[config.mk]
export PLATFORM = sky130hd
export DESIGN_NAME = hilo_ctrl_flat
export DESIGN_NICKNAME = d
export VERILOG_FILES = /design/src/rtl/hilo_pkg.sv /design/src/rtl/hilo_if.sv /design/src/rtl/hilo_wait_timer.sv /design/src/rtl/hilo_ctrl.sv /design/src/flat_wrapper.sv
export SDC_FILE = /design/constraint.sdc
export NUM_CORES = 1
export LEC_CHECK = 0
export CAP_MARGIN = 40
export CORE_MARGIN = 2
export CORE_UTILIZATION = 43
export DETAILED_ROUTE_END_ITERATION = 8
export GPL_TIMING_DRIVEN = 0
export HOLD_SLACK_MARGIN = 0.05
export PLACE_DENSITY = 0.88
export SLEW_MARGIN = 10
export SYNTH_ARGS = -nofsm -noshare
export SYNTH_HDL_FRONTEND = slang
export SYNTH_HIERARCHICAL = 1
export SYNTH_SLANG_ARGS = --single-unit
export TNS_END_PERCENT = 100
[constraint.sdc]
create_clock -name clk -period 4.9 [get_ports clk]
set_input_delay 0.98 -clock clk [delete_from_list [all_inputs] [get_ports clk]]
set_output_delay 0.98 -clock clk [all_outputs]
set_load 0.1 [all_outputs]
[src/rtl/hilo_pkg.sv]
// Shared encodings for the HI/LO controller: instruction codes, FSM states
// and the wait-counter width helper.
package hilo_pkg;
    localparam logic [2:0] OP_NONE  = 3'd0;
    localparam logic [2:0] OP_MULT  = 3'd1;
    localparam logic [2:0] OP_MULTU = 3'd2;
    localparam logic [2:0] OP_DIV   = 3'd3;
    localparam logic [2:0] OP_DIVU  = 3'd4;
    localparam logic [2:0] OP_MTHI  = 3'd5;
    localparam logic [2:0] OP_MTLO  = 3'd6;

    typedef enum logic [1:0] {IDLE, MUL_WAIT, DIV_WAIT} state_t;

    function automatic int clog2(input int n);
        int w;
        w = 1;
        while ((1 << w) < n) w++;
        return w;
    endfunction
endpackage

[src/rtl/hilo_if.sv]
// Issue port plus multiplier/divider handshakes and HI/LO results.
interface hilo_if;
    logic        op_valid;
    logic [2:0]  op;
    logic [31:0] rs_data;
    logic        mul_start;
    logic        mul_signed;
    logic        mul_ready;
    logic [63:0] mul_z;
    logic        div_start;
    logic        div_signed;
    logic        div_ready;
    logic [31:0] div_q;
    logic [31:0] div_r;
    logic [31:0] hi_out;
    logic [31:0] lo_out;
    logic        stall;
    logic        err;

    modport slave (
        input  op_valid, op, rs_data, mul_ready, mul_z, div_ready, div_q, div_r,
        output mul_start, mul_signed, div_start, div_signed, hi_out, lo_out, stall, err
    );
    modport master (
        output op_valid, op, rs_data, mul_ready, mul_z, div_ready, div_q, div_r,
        input  mul_start, mul_signed, div_start, div_signed, hi_out, lo_out, stall, err
    );
endinterface

[src/rtl/hilo_wait_timer.sv]
// Wait-state counter: held at zero while clr, counts each enabled cycle,
// flags the last allowed wait cycle.
module hilo_wait_timer import hilo_pkg::*; #(
    parameter int TIMEOUT_CYCLES = 64
) (
    input  logic clk,
    input  logic reset,
    input  logic clr,
    input  logic en,
    output logic expired
);
    localparam int CW = clog2(TIMEOUT_CYCLES);

    logic [CW-1:0] cnt;

    always_ff @(posedge clk or negedge reset) begin
        if (!reset)   cnt <= '0;
        else if (clr) cnt <= '0;
        else if (en)  cnt <= cnt + 1'b1;
    end

    assign expired = (cnt == CW'(TIMEOUT_CYCLES - 1));
endmodule

[src/rtl/hilo_ctrl.sv]
// HI/LO sequencer: drives mult/div start levels, captures 64-bit results,
// executes MTHI/MTLO and stalls the pipeline while a unit is busy.
module hilo_ctrl import hilo_pkg::*; #(
    parameter int TIMEOUT_CYCLES = 64
) (
    input  logic   clk,
    input  logic   reset,
    hilo_if.slave  bus
);
    state_t      state, state_nx;
    logic [31:0] hi_q, lo_q, hi_nx, lo_nx;
    logic        sgn_q, sgn_nx;
    logic        err_q, err_nx;
    logic        waiting, ready, expired, issue_mul, issue_div;

    assign waiting   = (state != IDLE);
    assign ready     = (state == MUL_WAIT) ? bus.mul_ready : bus.div_ready;
    assign issue_mul = bus.op_valid & ((bus.op == OP_MULT) | (bus.op == OP_MULTU));
    assign issue_div = bus.op_valid & ((bus.op == OP_DIV)  | (bus.op == OP_DIVU));

    hilo_wait_timer #(.TIMEOUT_CYCLES(TIMEOUT_CYCLES)) u_timer (
        .clk     (clk),
        .reset   (reset),
        .clr     (!waiting),
        .en      (waiting & !ready),
        .expired (expired)
    );

    always_comb begin
        state_nx = state;
        hi_nx    = hi_q;
        lo_nx    = lo_q;
        sgn_nx   = sgn_q;
        err_nx   = 1'b0;
        case (state)
            IDLE: if (bus.op_valid) begin
                case (bus.op)
                    OP_MULT, OP_MULTU: begin
                        state_nx = MUL_WAIT;
                        sgn_nx   = (bus.op == OP_MULT);
                    end
                    OP_DIV, OP_DIVU: begin
                        state_nx = DIV_WAIT;
                        sgn_nx   = (bus.op == OP_DIV);
                    end
                    OP_MTHI: hi_nx = bus.rs_data;
                    OP_MTLO: lo_nx = bus.rs_data;
                    default: ;
                endcase
            end
            // ready is checked before expiry so a late result still lands
            MUL_WAIT: begin
                if (bus.mul_ready) begin
                    hi_nx    = bus.mul_z[63:32];
                    lo_nx    = bus.mul_z[31:0];
                    state_nx = IDLE;
                end else if (expired) begin
                    state_nx = IDLE;
                    err_nx   = 1'b1;
                end
            end
            DIV_WAIT: begin
                if (bus.div_ready) begin
                    hi_nx    = bus.div_r;
                    lo_nx    = bus.div_q;
                    state_nx = IDLE;
                end else if (expired) begin
                    state_nx = IDLE;
                    err_nx   = 1'b1;
                end
            end
            default: state_nx = IDLE;
        endcase
    end

    always_ff @(posedge clk or negedge reset) begin
        if (!reset) begin
            state <= IDLE;
            hi_q  <= '0;
            lo_q  <= '0;
            sgn_q <= 1'b0;
            err_q <= 1'b0;
        end else begin
            state <= state_nx;
            hi_q  <= hi_nx;
            lo_q  <= lo_nx;
            sgn_q <= sgn_nx;
            err_q <= err_nx;
        end
    end

    assign bus.mul_start  = (state == MUL_WAIT);
    assign bus.div_start  = (state == DIV_WAIT);
    assign bus.mul_signed = bus.mul_start & sgn_q;
    assign bus.div_signed = bus.div_start & sgn_q;
    assign bus.hi_out     = hi_q;
    assign bus.lo_out     = lo_q;
    assign bus.err        = err_q;
    // reset gating keeps stall low even if the issue stage strobes during reset
    assign bus.stall      = reset & (waiting | issue_mul | issue_div);
endmodule

[src/flat_wrapper.sv]
// flat-port wrapper written by rule: the top's interface ports become plain ports
module hilo_ctrl_flat import hilo_pkg::*;
#(
    parameter int TIMEOUT_CYCLES = 64
)
  (clk, reset, bus_op_valid, bus_op, bus_rs_data, bus_mul_ready, bus_mul_z, bus_div_ready, bus_div_q, bus_div_r, bus_mul_start, bus_mul_signed, bus_div_start, bus_div_signed, bus_hi_out, bus_lo_out, bus_stall, bus_err);
  hilo_if bus_i ();
  input  logic clk;
  input  logic reset;
  input wire logic [$bits(bus_i.op_valid)-1:0] bus_op_valid;
  input wire logic [$bits(bus_i.op)-1:0] bus_op;
  input wire logic [$bits(bus_i.rs_data)-1:0] bus_rs_data;
  input wire logic [$bits(bus_i.mul_ready)-1:0] bus_mul_ready;
  input wire logic [$bits(bus_i.mul_z)-1:0] bus_mul_z;
  input wire logic [$bits(bus_i.div_ready)-1:0] bus_div_ready;
  input wire logic [$bits(bus_i.div_q)-1:0] bus_div_q;
  input wire logic [$bits(bus_i.div_r)-1:0] bus_div_r;
  output wire logic [$bits(bus_i.mul_start)-1:0] bus_mul_start;
  output wire logic [$bits(bus_i.mul_signed)-1:0] bus_mul_signed;
  output wire logic [$bits(bus_i.div_start)-1:0] bus_div_start;
  output wire logic [$bits(bus_i.div_signed)-1:0] bus_div_signed;
  output wire logic [$bits(bus_i.hi_out)-1:0] bus_hi_out;
  output wire logic [$bits(bus_i.lo_out)-1:0] bus_lo_out;
  output wire logic [$bits(bus_i.stall)-1:0] bus_stall;
  output wire logic [$bits(bus_i.err)-1:0] bus_err;
  assign bus_i.op_valid = bus_op_valid;
  assign bus_i.op = bus_op;
  assign bus_i.rs_data = bus_rs_data;
  assign bus_i.mul_ready = bus_mul_ready;
  assign bus_i.mul_z = bus_mul_z;
  assign bus_i.div_ready = bus_div_ready;
  assign bus_i.div_q = bus_div_q;
  assign bus_i.div_r = bus_div_r;
  assign bus_mul_start = bus_i.mul_start;
  assign bus_mul_signed = bus_i.mul_signed;
  assign bus_div_start = bus_i.div_start;
  assign bus_div_signed = bus_i.div_signed;
  assign bus_hi_out = bus_i.hi_out;
  assign bus_lo_out = bus_i.lo_out;
  assign bus_stall = bus_i.stall;
  assign bus_err = bus_i.err;
  hilo_ctrl #(.TIMEOUT_CYCLES(TIMEOUT_CYCLES)) u_core (.clk(clk), .reset(reset), .bus(bus_i));
endmodule
# Word level (Yosys, flattened, before mapping)
# Cells that the tools add are included.
# totals
out_inout_bits	70
register_bits	74
inputBits	168
# op_classes
reduce_logical	11
mux	24
bitwise	10
addsub	1
n_eq_ne	16
# ops
op	n
$mux W32	8
$pmux W32 S3	2
$mux W6	2
$ne A2 B2 Y1 const B	6
$reduce_and A5 Y1	2
$eq A3 B3 Y1 const B	3
$mux W2	4
$add A6 B1 Y6 const B	1
$and A1 B1 Y1	6
$eq A3 B2 Y1 const B	2
$eq A6 B6 Y1 const B	1
$pmux W2 S3	1
$mux W1	4
$or A1 B1 Y1	4
$pmux W1 S2	2
$pmux W2 S2	1
$reduce_bool A2 Y1	2
$reduce_or A2 Y1	2
$eq A3 B1 Y1 const B	1
$ne A3 B3 Y1 const B	1
$reduce_and A3 Y1	1
$reduce_bool A3 Y1	1
$eq A2 B1 Y1 const B	1
$eq A2 B2 Y1 const B	1
3 further kinds	3

# Logic depth before layout (Yosys ltp)
# Gate-level depths: netlist of the first run.
# depth
ltp_word	6
depth_mapped	10

# By module
# The synthesis of the first run kept the hierarchy.
# by_module_without_submodules
mod	area_per_inst_um2	seq_area_each_um2	n_inst	cells_each
hilo_ctrl	4098.9	1701.6	1	366
hilo_wait_timer	281.5	150.1	1	28

# Worst setup path before layout of the first run
# Ideal clock, no wire load.
# synth_timing
path_kind	register to output
start	reg u_core.state[1]
end	out bus_mul_signed
arrival_ns	2.742
path_stages_with_launch	6
n_path_buf	2
t_required_ns	3.920
path_slack_ns	1.178
cell_sequence	dfrtp_1 inv_1 ha_1 clkbuf_1 buf_1 and2_1
# synth_via
elab_chain_len	2
# synth_lines
item	line	text
start: declaration	hilo_ctrl.sv:10	state_t state, state_nx;
start signal: assignment	hilo_ctrl.sv:84	state <= state_nx;
$eq A2 B1 Y1	hilo_ctrl.sv:92	assign bus.mul_start = (state == MUL_WAIT);
net bus_mul_start	flat_wrapper.sv:18	output wire logic [$bits(bus_i.mul_start)-1:0] bus_mul_start;
$and A1 B1 Y1	hilo_ctrl.sv:94	assign bus.mul_signed = bus.mul_start & sgn_q;
end: declaration	flat_wrapper.sv:19	output wire logic [$bits(bus_i.mul_signed)-1:0] bus_mul_signed;
# The timed path passes the listed nets, and every way through them passes these cells.

# Final worst setup path of the first run
# layout_timing
start	reg u_core.state[0]
end	out bus_div_signed
# layout_via
elab_chain_len	2
# layout_lines
item	line	text
$eq A2 B2 Y1	hilo_ctrl.sv:93	assign bus.div_start = (state == DIV_WAIT);
$and A1 B1 Y1	hilo_ctrl.sv:95	assign bus.div_signed = bus.div_start & sgn_q;
end: declaration	flat_wrapper.sv:21	output wire logic [$bits(bus_i.div_signed)-1:0] bus_div_signed;
# No other way between the ends.

==> impl_summary.log, run 1 <==
[metrics] worst-case setup slack after placement: between 0.9 and 1 ns
[metrics] worst hold path depth: 1
[metrics] die width: 105 um
[metrics] Mapped Nets: between 500 and 600
[metrics] count of final hold-check violations: 0
[metrics] # nets final: 883
[metrics] clk slew on worst S/H paths: 0.08 ns
[metrics] Worst setup SP type: register
[metrics] actual slew at the worst max-slew pin: 0.756 ns
[metrics] routed via count divided by cell count: 5.72
[metrics] Max Transition Viols Final: 0
[metrics] max-capacitance violation count: 0
[metrics] fraction of final layout cells with drive strength greater than 1: between 20% and 30%
[metrics] final worst setup slack: 0.590 ns
[metrics] CTS Buf Count: 9
[metrics] number of cells produced by synthesis: 394
[metrics] number of H-tree levels: 3
[metrics] Final Routed Wirelength: 19,200 um
[metrics] flip-flop cell with the highest count after synthesis: sky130_fd_sc_hd__dfrtp_1
[metrics] Cell Rows: 36
[metrics] remaining routing DRC violations: 0
[metrics] Yosys warning total: 6
[metrics] reg-to-reg startpoint: u_core/state[1]
[metrics] clock latency of the later-clocked register in the worst-skew pair: around 0.34 ns
[metrics] core outline area: approximately 9800 um^2
[metrics] mean area per synthesized cell: about 11 um^2
[metrics] required time reported for the critical path endpoint: roughly 4 ns
[metrics] clock root cell: sky130_fd_sc_hd__clkbuf_8
[metrics] Port-buffer cells: around 230
[metrics] post-synthesis cell area: 4380 um^2
[metrics] maximum fanout along the worst path: 10
[metrics] GRT Resource Usage Total: 34.8%
[metrics] Iter 0 DRT Violations: 258
[metrics] setup slack of the worst register-to-register path: roughly 2.0 ns
[metrics] source of the worst hold timing path: u_core/bus.lo_out[19]
[metrics] Detail Placement HPWL: ~14,000 um
[metrics] CTS tree: yes
[metrics] final design utilization: roughly 86%
[metrics] Top-Level Pins: 238
[metrics] final routed wire length divided by cell count: 22.6 um
[metrics] Setup Viol. Count Final: 0
[metrics] largest stage delay on the critical path: slightly above 0.6 ns
[metrics] CTS Hold Buffers Added: 0
[metrics] most frequent CP cell: sky130_fd_sc_hd__clkbuf_1
[metrics] number of filler instances in the final layout: 482
[metrics] register bit total from synthesis: 74
[metrics] headroom to the max-slew limit: 49.6%
[metrics] first-pass detailed-route iteration total: 5
[metrics] vias post-DR: 4,851
[metrics] highest clock rate: 232 MHz
[metrics] leftover overflow at the end of global routing: 0
[metrics] CP Cell Sequence: inv_1, ha_1, clkbuf_1, clkbuf_1, and2_1, clkdlybuf4s50_1, buf_8
[metrics] first-pass GRT wire length: approximately 30,000 um
[metrics] Critical Setup Path Class: reg2out
[metrics] Unique masters post-synth: 36
[metrics] clk buf depth: 2
[metrics] Die Area: 11,000 um^2
[metrics] antenna violations before repair: 0
[metrics] post-cts sizing count: 0
[metrics] share of the clock period used by the worst path after layout: 88.0%
[metrics] effective utilization at floorplan: 44.6%
[metrics] clk_skew: 0.00920 ns
[metrics] Crit Reg-Reg Endpoint: u_core/u_timer/cnt[3]
[metrics] TritonCTS Sinks: 74
[metrics] Post-synth EDFFs: 0
[metrics] endpoint of the worst hold path: u_core/bus.lo_out[19]
[metrics] unrepaired setup endpoints after global routing: no
[metrics] most frequent standard cell in the layout excluding fill and tap cells: sky130_fd_sc_hd__clkdlybuf4s50_1
[metrics] proportion of synthesized chip area in sequential cells: 42.3%
[metrics] Critical Path AT: ~3.3 ns
[metrics] number of buffers inserted to repair setup after CTS: 0
[metrics] hold crit path type: reg2reg
[metrics] worst hold-check slack: 0.516 ns
[metrics] cell with the biggest individual delay on the critical path: sky130_fd_sc_hd__clkbuf_1
[metrics] time the final worst path needs with I/O delays and setup: around 4.3 ns
[metrics] result of the run: finished clean
[metrics] most used cells in the layout excluding fill and tap cells: sky130_fd_sc_hd__clkdlybuf4s50_1 (233), sky130_fd_sc_hd__dfrtp_1 (74), sky130_fd_sc_hd__a21oi_1 (65)
[metrics] # diodes: 0
[metrics] RePlAce Congestion: between 0.8 and 0.9
[metrics] async set-or-reset flop fraction in the synthesized netlist: between 90% and 100%
[metrics] antenna-violating nets left: 0
[metrics] Die Span Y: around 100 um
[metrics] number of global-route vias before repair: 5,403
[metrics] Critical Path Sink Type: output pin
[metrics] R2R cell count: 10
[metrics] maximum number of pins on one net before global-route repair: 46
[metrics] growth of design area from synthesis to finish: 92.4%
[area by class of cell]
| cell class | instances | area [um^2] | share of cell area, % |
|---|---|---|---|
| Tap cell | 133 | 166 | 1.97 |
| Timing Repair Buffer | 305 | 3660 | 43.4 |
| Sequential cell | 74 | 1850 | 22.0 |
| Multi-Input combinational cell | 280 | 2310 | 27.4 |
| Buffer | 36 | 206 | 2.45 |
| Clock buffer | 13 | 179 | 2.12 |
| Clock inverter | 3 | 45.0 | 0.535 |
| Inverter | 4 | 15.0 | 0.178 |
[routing by layer]
layer  vias to the layer above  wire, um  track usage [%]  part of all wire [%]
met3                        71      1550             7.80                   8.1
met4                         0       773             16.3                   4.0
met1                      2312      6750             38.3                    35
met2                       364     10100             63.3                    53
li1                       2104         -                -                     -
met5                         -         0                0                     0
[cell families after synthesis]
kind of cell	after synthesis	synth area share, %
xor+xnor	5	1.00
compound gates	144	21.9
fa+ha+maj	5	1.43
flops	74	42.3
mux	66	22.1
simple gates	60	6.17
buf+inv	40	5.06
[how the worst max path moves through the flow]
stage                         start              to  slack [ns]  cells past startpoint
CTS                 u_core/state[0]  bus_div_signed        0.67                      7
detailed placement     bus_op_valid       bus_stall        0.93                      6
global route        u_core/state[0]  bus_div_signed        0.56                      7
finish              u_core/state[0]  bus_div_signed        0.59                      7
floorplan           u_core/state[1]  bus_mul_signed        1.18                      5
global placement              reset       bus_stall       -1.41                      3
[synthesized netlist by cell type (2+ instances only)]
cell | instances | area [um^2]
sky130_fd_sc_hd__ha_1 | 5 | 62.6
sky130_fd_sc_hd__buf_2 | 3 | 15.0
sky130_fd_sc_hd__and2_1 | 3 | 18.8
sky130_fd_sc_hd__nand3b_1 | 3 | 22.5
sky130_fd_sc_hd__nand4_1 | 2 | 12.5
sky130_fd_sc_hd__buf_1 | 7 | 26.3
sky130_fd_sc_hd__inv_1 | 4 | 15.0
sky130_fd_sc_hd__xnor2_1 | 2 | 17.5
sky130_fd_sc_hd__dfrtp_1 | 74 | 1850
sky130_fd_sc_hd__nor2_1 | 40 | 150
sky130_fd_sc_hd__a2111oi_4 | 2 | 55.1
sky130_fd_sc_hd__o21a_1 | 2 | 15.0
sky130_fd_sc_hd__o211ai_1 | 4 | 30.0
sky130_fd_sc_hd__nor2b_1 | 2 | 12.5
sky130_fd_sc_hd__clkbuf_1 | 17 | 63.8
sky130_fd_sc_hd__a22oi_1 | 64 | 480
sky130_fd_sc_hd__mux2_2 | 4 | 45.0
sky130_fd_sc_hd__mux2_4 | 60 | 901
sky130_fd_sc_hd__a21oi_1 | 65 | 325
sky130_fd_sc_hd__nand3_1 | 3 | 15.0
sky130_fd_sc_hd__xor2_1 | 3 | 26.3
sky130_fd_sc_hd__buf_6 | 9 | 101
sky130_fd_sc_hd__nand2_1 | 3 | 11.3
[flip-flops by register name, indices dropped and copies added, names as in the netlist]
name,cells
u_core/bus.err,1
u_core/bus.hi_out,32
u_core/bus.lo_out,32
u_core/sgn_q,1
u_core/state,2
u_core/u_timer/cnt,6
[worst max-delay path, delay by kind of cell, from the launching register on]
kind          cells  cell delay, ns
fa+ha+maj         1            0.30
buf+inv           5            2.01
flops             1            0.44
simple gates      1            0.23
[metrics by stage]
stage	TNS, ns	area (um^2)	cells
2_1_floorplan	0	4380	394
3_3_place_gp	-1.41	6890	761
3_5_place_dp	0	8200	832
4_1_cts	0	8430	848
5_1_grt	0	8430	848
6_report	0	8430	848
Power of run 1 is left out: the tool's default activity adds up to more than one toggle a clock period on the data nets, which glitch-free logic cannot reach.
==> run 2, diff against run 1 <==
--- a/config.mk
+++ b/config.mk
@@ -7,11 +7,11 @@
 export LEC_CHECK = 0
 export CAP_MARGIN = 40
 export CORE_MARGIN = 2
-export CORE_UTILIZATION = 43
+export CORE_UTILIZATION = 40
 export DETAILED_ROUTE_END_ITERATION = 8
 export GPL_TIMING_DRIVEN = 0
 export HOLD_SLACK_MARGIN = 0.05
-export PLACE_DENSITY = 0.88
+export PLACE_DENSITY = 0.82
 export SLEW_MARGIN = 10
 export SYNTH_ARGS = -nofsm -noshare
 export SYNTH_HDL_FRONTEND = slang
==> constraint.sdc (replaced) <==
create_clock -name clk -period 4.1 [get_ports clk]
set_input_delay 0.82 -clock clk [delete_from_list [all_inputs] [get_ports clk]]
set_output_delay 0.82 -clock clk [all_outputs]
set_load 0.1 [all_outputs]
==> impl_summary.log, run 2 (same netlist as run 1, synthesis figures left out) <==
[metrics] result of the run: finished clean
[metrics] vias post-DR: 4,645 (-4.2%)
[metrics] clk buf depth: 2 (unchanged)
[metrics] unrepaired setup endpoints after global routing: no
[metrics] TritonCTS Sinks: 74 (unchanged)
[metrics] Critical Path AT: 3.12 ns (-0.21 ns)
[metrics] Cell Rows: 38 (+5.6%)
[metrics] area used by sequential logic in the layout: 1850 um^2 (unchanged)
[metrics] core outline area: 10,700 um^2 (+9.4%)
[metrics] final routed wire length divided by cell count: 20.4 um (-9.7%)
[metrics] Port-buffer cells: 234 (unchanged)
[metrics] share of the clock period used by the worst path after layout: slightly below 100%
[metrics] antenna-violating nets left: 0 (unchanged)
[metrics] Critical Setup Path Class: reg2out
[metrics] number of filler instances in the final layout: 616 (+28%)
[metrics] maximum fanout along the worst path: 10 (unchanged)
[metrics] # nets final: 883 (unchanged)
[metrics] max-capacitance violation count: 0 (unchanged)
[metrics] maximum number of pins on one net before global-route repair: 41 (-11%)
[metrics] cell with the biggest individual delay on the critical path: sky130_fd_sc_hd__clkbuf_1
[metrics] required time reported for the critical path endpoint: 3.28 ns (-0.64 ns)
[metrics] Crit Reg-Reg Endpoint: u_core/u_timer/cnt[3]
[metrics] growth of design area from synthesis to finish: 93.3%
[metrics] Top-Level Pins: 238 (unchanged)
[metrics] CTS tree: yes
[metrics] setup slack of the worst register-to-register path: 1.35 ns (-0.66 ns)
[metrics] largest stage delay on the critical path: 0.51 ns (-0.10 ns)
[metrics] GRT Resource Usage Total: 30.0% (-4.8 points)
[metrics] hold crit path type: in2async
[metrics] Die Area: 11,800 um^2 (+7.2%)
[metrics] number of buffers inserted to repair setup after CTS: 0 (unchanged)
[metrics] remaining routing DRC violations: 0 (unchanged)
[metrics] Iter 0 DRT Violations: 268 (+3.9%)
[metrics] headroom to the max-slew limit: 51.9% (+2.3 points)
[metrics] Post-Place Cells: 839 (+0.84%)
[metrics] Detail Placement HPWL: 13,600 um (-5.5%)
[metrics] leftover overflow at the end of global routing: 0 (unchanged)
[metrics] number of standard cells in the layout, taps in and fillers out: 855 (+0.83%)
[metrics] clock latency of the later-clocked register in the worst-skew pair: 0.34 ns (about the same)
[metrics] CP Cell Sequence: inv_1, ha_1, clkbuf_1, buf_1, and2_1, clkdlybuf4s50_1, buf_8
[metrics] combined area of the multi-input logic cells: 2310 um^2 (unchanged)
[metrics] antenna violations before repair: 0 (unchanged)
[metrics] effective utilization at floorplan: 40.8% (-3.8 points)
[metrics] fraction of final layout cells with drive strength greater than 1: 23.2% (-0.42 points)
[metrics] final design utilization: 78.8% (-7.0 points)
[metrics] routed via count divided by cell count: 5.43 (-5.0%)
[metrics] clock root cell: sky130_fd_sc_hd__clkbuf_8
[metrics] Final Routed Wirelength: 17,400 um (-9.0%)
[metrics] Critical Path Sink Type: output pin
[metrics] count of final hold-check violations: 0 (unchanged)
[metrics] most used cells in the layout excluding fill and tap cells: sky130_fd_sc_hd__clkdlybuf4s50_1 (233), sky130_fd_sc_hd__dfrtp_1 (74), sky130_fd_sc_hd__a21oi_1 (65)
[metrics] Setup Viol. Count Final: 0 (unchanged)
[metrics] RePlAce Congestion: 0.839 (-6.0%)
[metrics] CTS Hold Buffers Added: 0 (unchanged)
[metrics] highest clock rate: 254 MHz
[metrics] time the final worst path needs with I/O delays and setup: approximately 4 ns
[metrics] number of global-route vias before repair: 5,246 (-2.9%)
[metrics] worst hold-check slack: 0.453 ns (-0.0629 ns)
[metrics] R2R cell count: 10 (unchanged)
[metrics] post-cts sizing count: 0 (unchanged)
[metrics] Die Span Y: 109 um (+3.5%)
[metrics] die width: 109 um (+3.5%)
[metrics] Setup Total Neg Slack: 0 ns (unchanged)
[metrics] top cell family by delay on the critical path: buffers and inverters
[metrics] Worst setup SP type: register
[metrics] first-pass GRT wire length: 26,800 um (-9.0%)
[metrics] Max Transition Viols Final: 0 (unchanged)
[metrics] number of H-tree levels: 3 (unchanged)
[metrics] actual slew at the worst max-slew pin: 0.721 ns (-0.0357 ns)
[metrics] CTS Buf Count: 9 (unchanged)
[metrics] start point of the critical path: u_core/state[1]
[metrics] clk slew on worst S/H paths: 0.07 ns (about the same)
[metrics] clk_skew: 0.00739 ns (-0.00181 ns)
[metrics] buffering stage count on the worst path with inverters included: 5 (unchanged)
[metrics] reg-to-reg startpoint: u_core/state[1]
[metrics] first-pass detailed-route iteration total: 5 (unchanged)
[metrics] most frequent standard cell in the layout excluding fill and tap cells: sky130_fd_sc_hd__clkdlybuf4s50_1
[metrics] # diodes: 0 (unchanged)
## run 2: changes by cell type in the layout (fill, tap and decap cells not counted), sizes merged
| cell | delta |
|---|---|
| bufinv | -1 |
| clkinv | +3 |
| clkinvlp | -2 |
## run 2: cell type report
type	count	area share, %
clock inverter	3	0.177
multi-input combinational	280	27.2
tap	140	2.07
sequential	74	21.9
timing repair buffer	305	44.3
buffer	36	2.44
inverter	4	0.177
clock buffer	13	1.76
## run 2: worst max-delay path by stage
stage | end | slack [ns] | depth (start not counted)
detailed placement | bus_stall | 0.48 | 6
floorplan | bus_mul_signed | 0.54 | 5
CTS | bus_mul_signed | 0.18 | 7
finish | bus_mul_signed | 0.16 | 7
global route | bus_mul_signed | 0.02 | 7
global placement | bus_stall | -1.93 | 3
## run 2: worst reg2reg max path: cells and delay by family, from the launching register on
kind / cells / cell delay [ns]
buffers and inverters: 4 / 1.28
DFF: 1 / 0.42
adders and majority gates: 1 / 0.30
and+or+nand+nor: 3 / 0.27
AOI/OAI and AO/OA: 1 / 0.21
xor gates and xnor gates: 1 / 0.15
## run 2: stage by stage
stage               setup WS, ns  area (um^2)
floorplan                  0.538         4380
global placement           -1.93         6900
detailed placement         0.483         8300
CTS                        0.178         8470
global route              0.0248         8470
finish                     0.164         8470
## run 2: metal layers
metal / vias to the layer above / track usage, % / wire length, um
met5: - / 0 / 0
met4: 0 / 14.4 / 500
met3: 44 / 5.68 / 1080
met2: 223 / 52.8 / 9170
met1: 2276 / 35.2 / 6680
li1: 2102 / - / -
Power of run 2 is left out for the same reason.
==> run 3, diff against run 2 <==
--- a/config.mk
+++ b/config.mk
@@ -7,11 +7,13 @@
 export LEC_CHECK = 0
 export CAP_MARGIN = 40
 export CORE_MARGIN = 2
-export CORE_UTILIZATION = 40
+export CORE_UTILIZATION = 41
+export CTS_BUF_LIST = sky130_fd_sc_hd__clkbuf_8
 export DETAILED_ROUTE_END_ITERATION = 8
 export GPL_TIMING_DRIVEN = 0
 export HOLD_SLACK_MARGIN = 0.05
-export PLACE_DENSITY = 0.82
+export MAX_ROUTING_LAYER = met4
+export PLACE_DENSITY = 0.84
 export SLEW_MARGIN = 10
 export SYNTH_ARGS = -nofsm -noshare
 export SYNTH_HDL_FRONTEND = slang
==> impl_summary.log, run 3 (same netlist as run 1, synthesis figures left out) <==
[metrics] clock root cell: sky130_fd_sc_hd__clkbuf_8
[metrics] Iter 0 DRT Violations: 236 (-12%)
[metrics] largest stage delay on the critical path: 0.53 ns (+0.02 ns)
[metrics] maximum fanout along the worst path: 10 (unchanged)
[metrics] Top-Level Pins: 238 (unchanged)
[metrics] time the final worst path needs with I/O delays and setup: 3.77 ns (-0.168 ns)
[metrics] core outline area: 10,400 um^2 (-3.5%)
[metrics] max-capacitance violation count: 0 (unchanged)
[metrics] most used cells in the layout excluding fill and tap cells: sky130_fd_sc_hd__clkdlybuf4s50_1 (233), sky130_fd_sc_hd__dfrtp_1 (74), sky130_fd_sc_hd__a21oi_1 (65)
[metrics] buffering stage count on the worst path with inverters included: 5 (unchanged)
[metrics] topmost layer with routed signal wires: met4
[metrics] clk_skew: 0.0118 ns (+0.00445 ns)
[metrics] Cell Rows: 37 (-2.6%)
[metrics] final routed wire length divided by cell count: 21.0 um (+3.2%)
[metrics] clk buf depth: 2 (unchanged)
[metrics] hold crit path type: in2async
[metrics] Setup Total Neg Slack: 0 ns (unchanged)
[metrics] Worst setup SP type: register
[metrics] most frequent standard cell in the layout excluding fill and tap cells: sky130_fd_sc_hd__clkdlybuf4s50_1
[metrics] Port-buffer cells: 234 (unchanged)
[metrics] leftover overflow at the end of global routing: 0 (unchanged)
[metrics] number of H-tree levels: 3 (unchanged)
[metrics] routed via count divided by cell count: 5.54 (+2.0%)
[metrics] die width: 107 um (-1.2%)
[metrics] unrepaired setup endpoints after global routing: no
[metrics] growth of design area from synthesis to finish: 93.6%
[metrics] GRT Resource Usage Total: 31.9% (+1.9 points)
[metrics] reg-to-reg startpoint: u_core/state[1]
[metrics] RePlAce Congestion: 0.866 (+3.2%)
[metrics] CTS Buf Count: 9 (unchanged)
[metrics] antenna-violating nets left: 0 (unchanged)
[metrics] CP Cell Sequence: inv_1, ha_1, clkbuf_2, clkbuf_1, and2_1, clkdlybuf4s50_1, buf_8
[metrics] R2R cell count: 7 (-3)
[metrics] result of the run: finished clean
[metrics] first-pass detailed-route iteration total: 5 (unchanged)
[metrics] cell with the biggest individual delay on the critical path: sky130_fd_sc_hd__clkbuf_1
[metrics] antenna violations before repair: 0 (unchanged)
[metrics] maximum number of pins on one net before global-route repair: 43 (+4.9%)
[metrics] clk slew on worst S/H paths: 0.08 ns (about the same)
[metrics] setup slack of the worst register-to-register path: 1.47 ns (+0.12 ns)
[metrics] Met3 Routed Length: 1180 um (+9.3%)
[metrics] highest clock rate: 265 MHz (+4.5%)
[metrics] Setup Viol. Count Final: 0 (unchanged)
[metrics] actual slew at the worst max-slew pin: 0.704 ns (-0.0166 ns)
[metrics] headroom to the max-slew limit: 53.0% (+1.1 points)
[metrics] number of logic stages on the critical path including buffering: 7 (unchanged)
[metrics] number of global-route vias before repair: 5,311 (+1.2%)
[metrics] Post-Route M1 WL: 6730 um (+0.76%)
[metrics] CTS tree: yes
[metrics] Critical Path Sink Type: output pin
[metrics] TritonCTS Sinks: 74 (unchanged)
[metrics] Critical Setup Path Class: reg2out
[metrics] count of final hold-check violations: 0 (unchanged)
[metrics] first-pass GRT wire length: 27,300 um (+2.0%)
[metrics] Detail Placement HPWL: 14,000 um (+3.0%)
[metrics] detailed route wirelength on metal2: 9270 um (+1.1%)
[metrics] final design utilization: 81.8% (+3.0 points)
[metrics] Max Transition Viols Final: 0 (unchanged)
[metrics] Final Routed Wirelength: 17,900 um (+2.7%)
[metrics] Critical Path AT: 2.95 ns (-0.17 ns)
[metrics] number of buffers inserted to repair setup after CTS: 0 (unchanged)
[metrics] # nets final: 883 (unchanged)
[metrics] required time reported for the critical path endpoint: 3.28 ns (about the same)
[metrics] Crit Reg-Reg Endpoint: u_core/bus.hi_out[22]
[metrics] clock latency of the later-clocked register in the worst-skew pair: 0.33 ns (about the same)
[metrics] # diodes: 0 (unchanged)
[metrics] remaining routing DRC violations: 0 (unchanged)
[metrics] Die Span Y: 107 um (-1.2%)
[metrics] Die Area: 11,500 um^2 (-2.3%)
[metrics] effective utilization at floorplan: 42.2% (+1.5 points)
[metrics] top cell family by delay on the critical path: buffers and inverters
[metrics] vias post-DR: 4,714 (+1.5%)
[metrics] share of the clock period used by the worst path after layout: 91.9% (-4.1 points)
[metrics] number of filler instances in the final layout: 544 (-12%)
[metrics] fraction of final layout cells with drive strength greater than 1: 23.9% (+0.70 points)
run 3: changes by cell type in the layout (fill, tap and decap cells not counted):
| cell | change |
|---|---|
| sky130_fd_sc_hd__buf_16 | -2 |
| sky130_fd_sc_hd__clkbuf_8 | +1 |
| sky130_fd_sc_hd__clkinvlp_4 | +1 |
| sky130_fd_sc_hd__clkbuf_1 | -5 |
| sky130_fd_sc_hd__bufinv_16 | +1 |
| sky130_fd_sc_hd__buf_8 | +2 |
| sky130_fd_sc_hd__clkbuf_2 | +2 |
run 3: worst max path at each step:
stage / startpoint / to / slack, ns
floorplan: u_core/state[1] / bus_mul_signed / 0.54
global placement: reset / bus_stall / -1.93
detailed placement: u_core/state[0] / bus_div_signed / 0.49
CTS: u_core/state[0] / bus_div_signed / 0.14
global route: u_core/state[0] / bus_div_signed / 0.22
finish: u_core/state[0] / bus_div_signed / 0.33
run 3: what timing repair did:
action	in CTS	in global routing
setup endpoints to repair	0	2
gates resized for setup	0	4
hold buffers	0	0
endpoints found under the hold margin	0	0
run 3: final cells by class:
| type | instances | area [um^2] | area share (%) |
|---|---|---|---|
| repair buffers | 305 | 3720 | 43.9 |
| multi-input cells | 280 | 2310 | 27.2 |
| flip-flops and latches | 74 | 1850 | 21.8 |
| plain buffers | 36 | 209 | 2.46 |
| well taps | 136 | 170 | 2.01 |
| clock buffers | 11 | 151 | 1.79 |
| clock inverters | 5 | 52.6 | 0.620 |
| inverters | 4 | 15.0 | 0.177 |
run 3: layer usage:
metal,up-vias,global-route usage [%]
li1,2089,-
met1,2289,36.1
met2,273,55.0
met3,63,5.63
met4,0,15.2
met5,-,-
run 3: through the flow:
stage	hold WS [ns]	worst slack, ns	std cells	cell area [um^2]
after CTS	0.429	0.135	851	8480
after floorplan	0.504	0.538	394	4380
after global placement	0.494	-1.93	764	6890
after detailed placement	0.494	0.494	835	8270
after global routing	0.444	0.216	851	8480
final	0.425	0.332	851	8480
Power of run 3 is left out for the same reason.
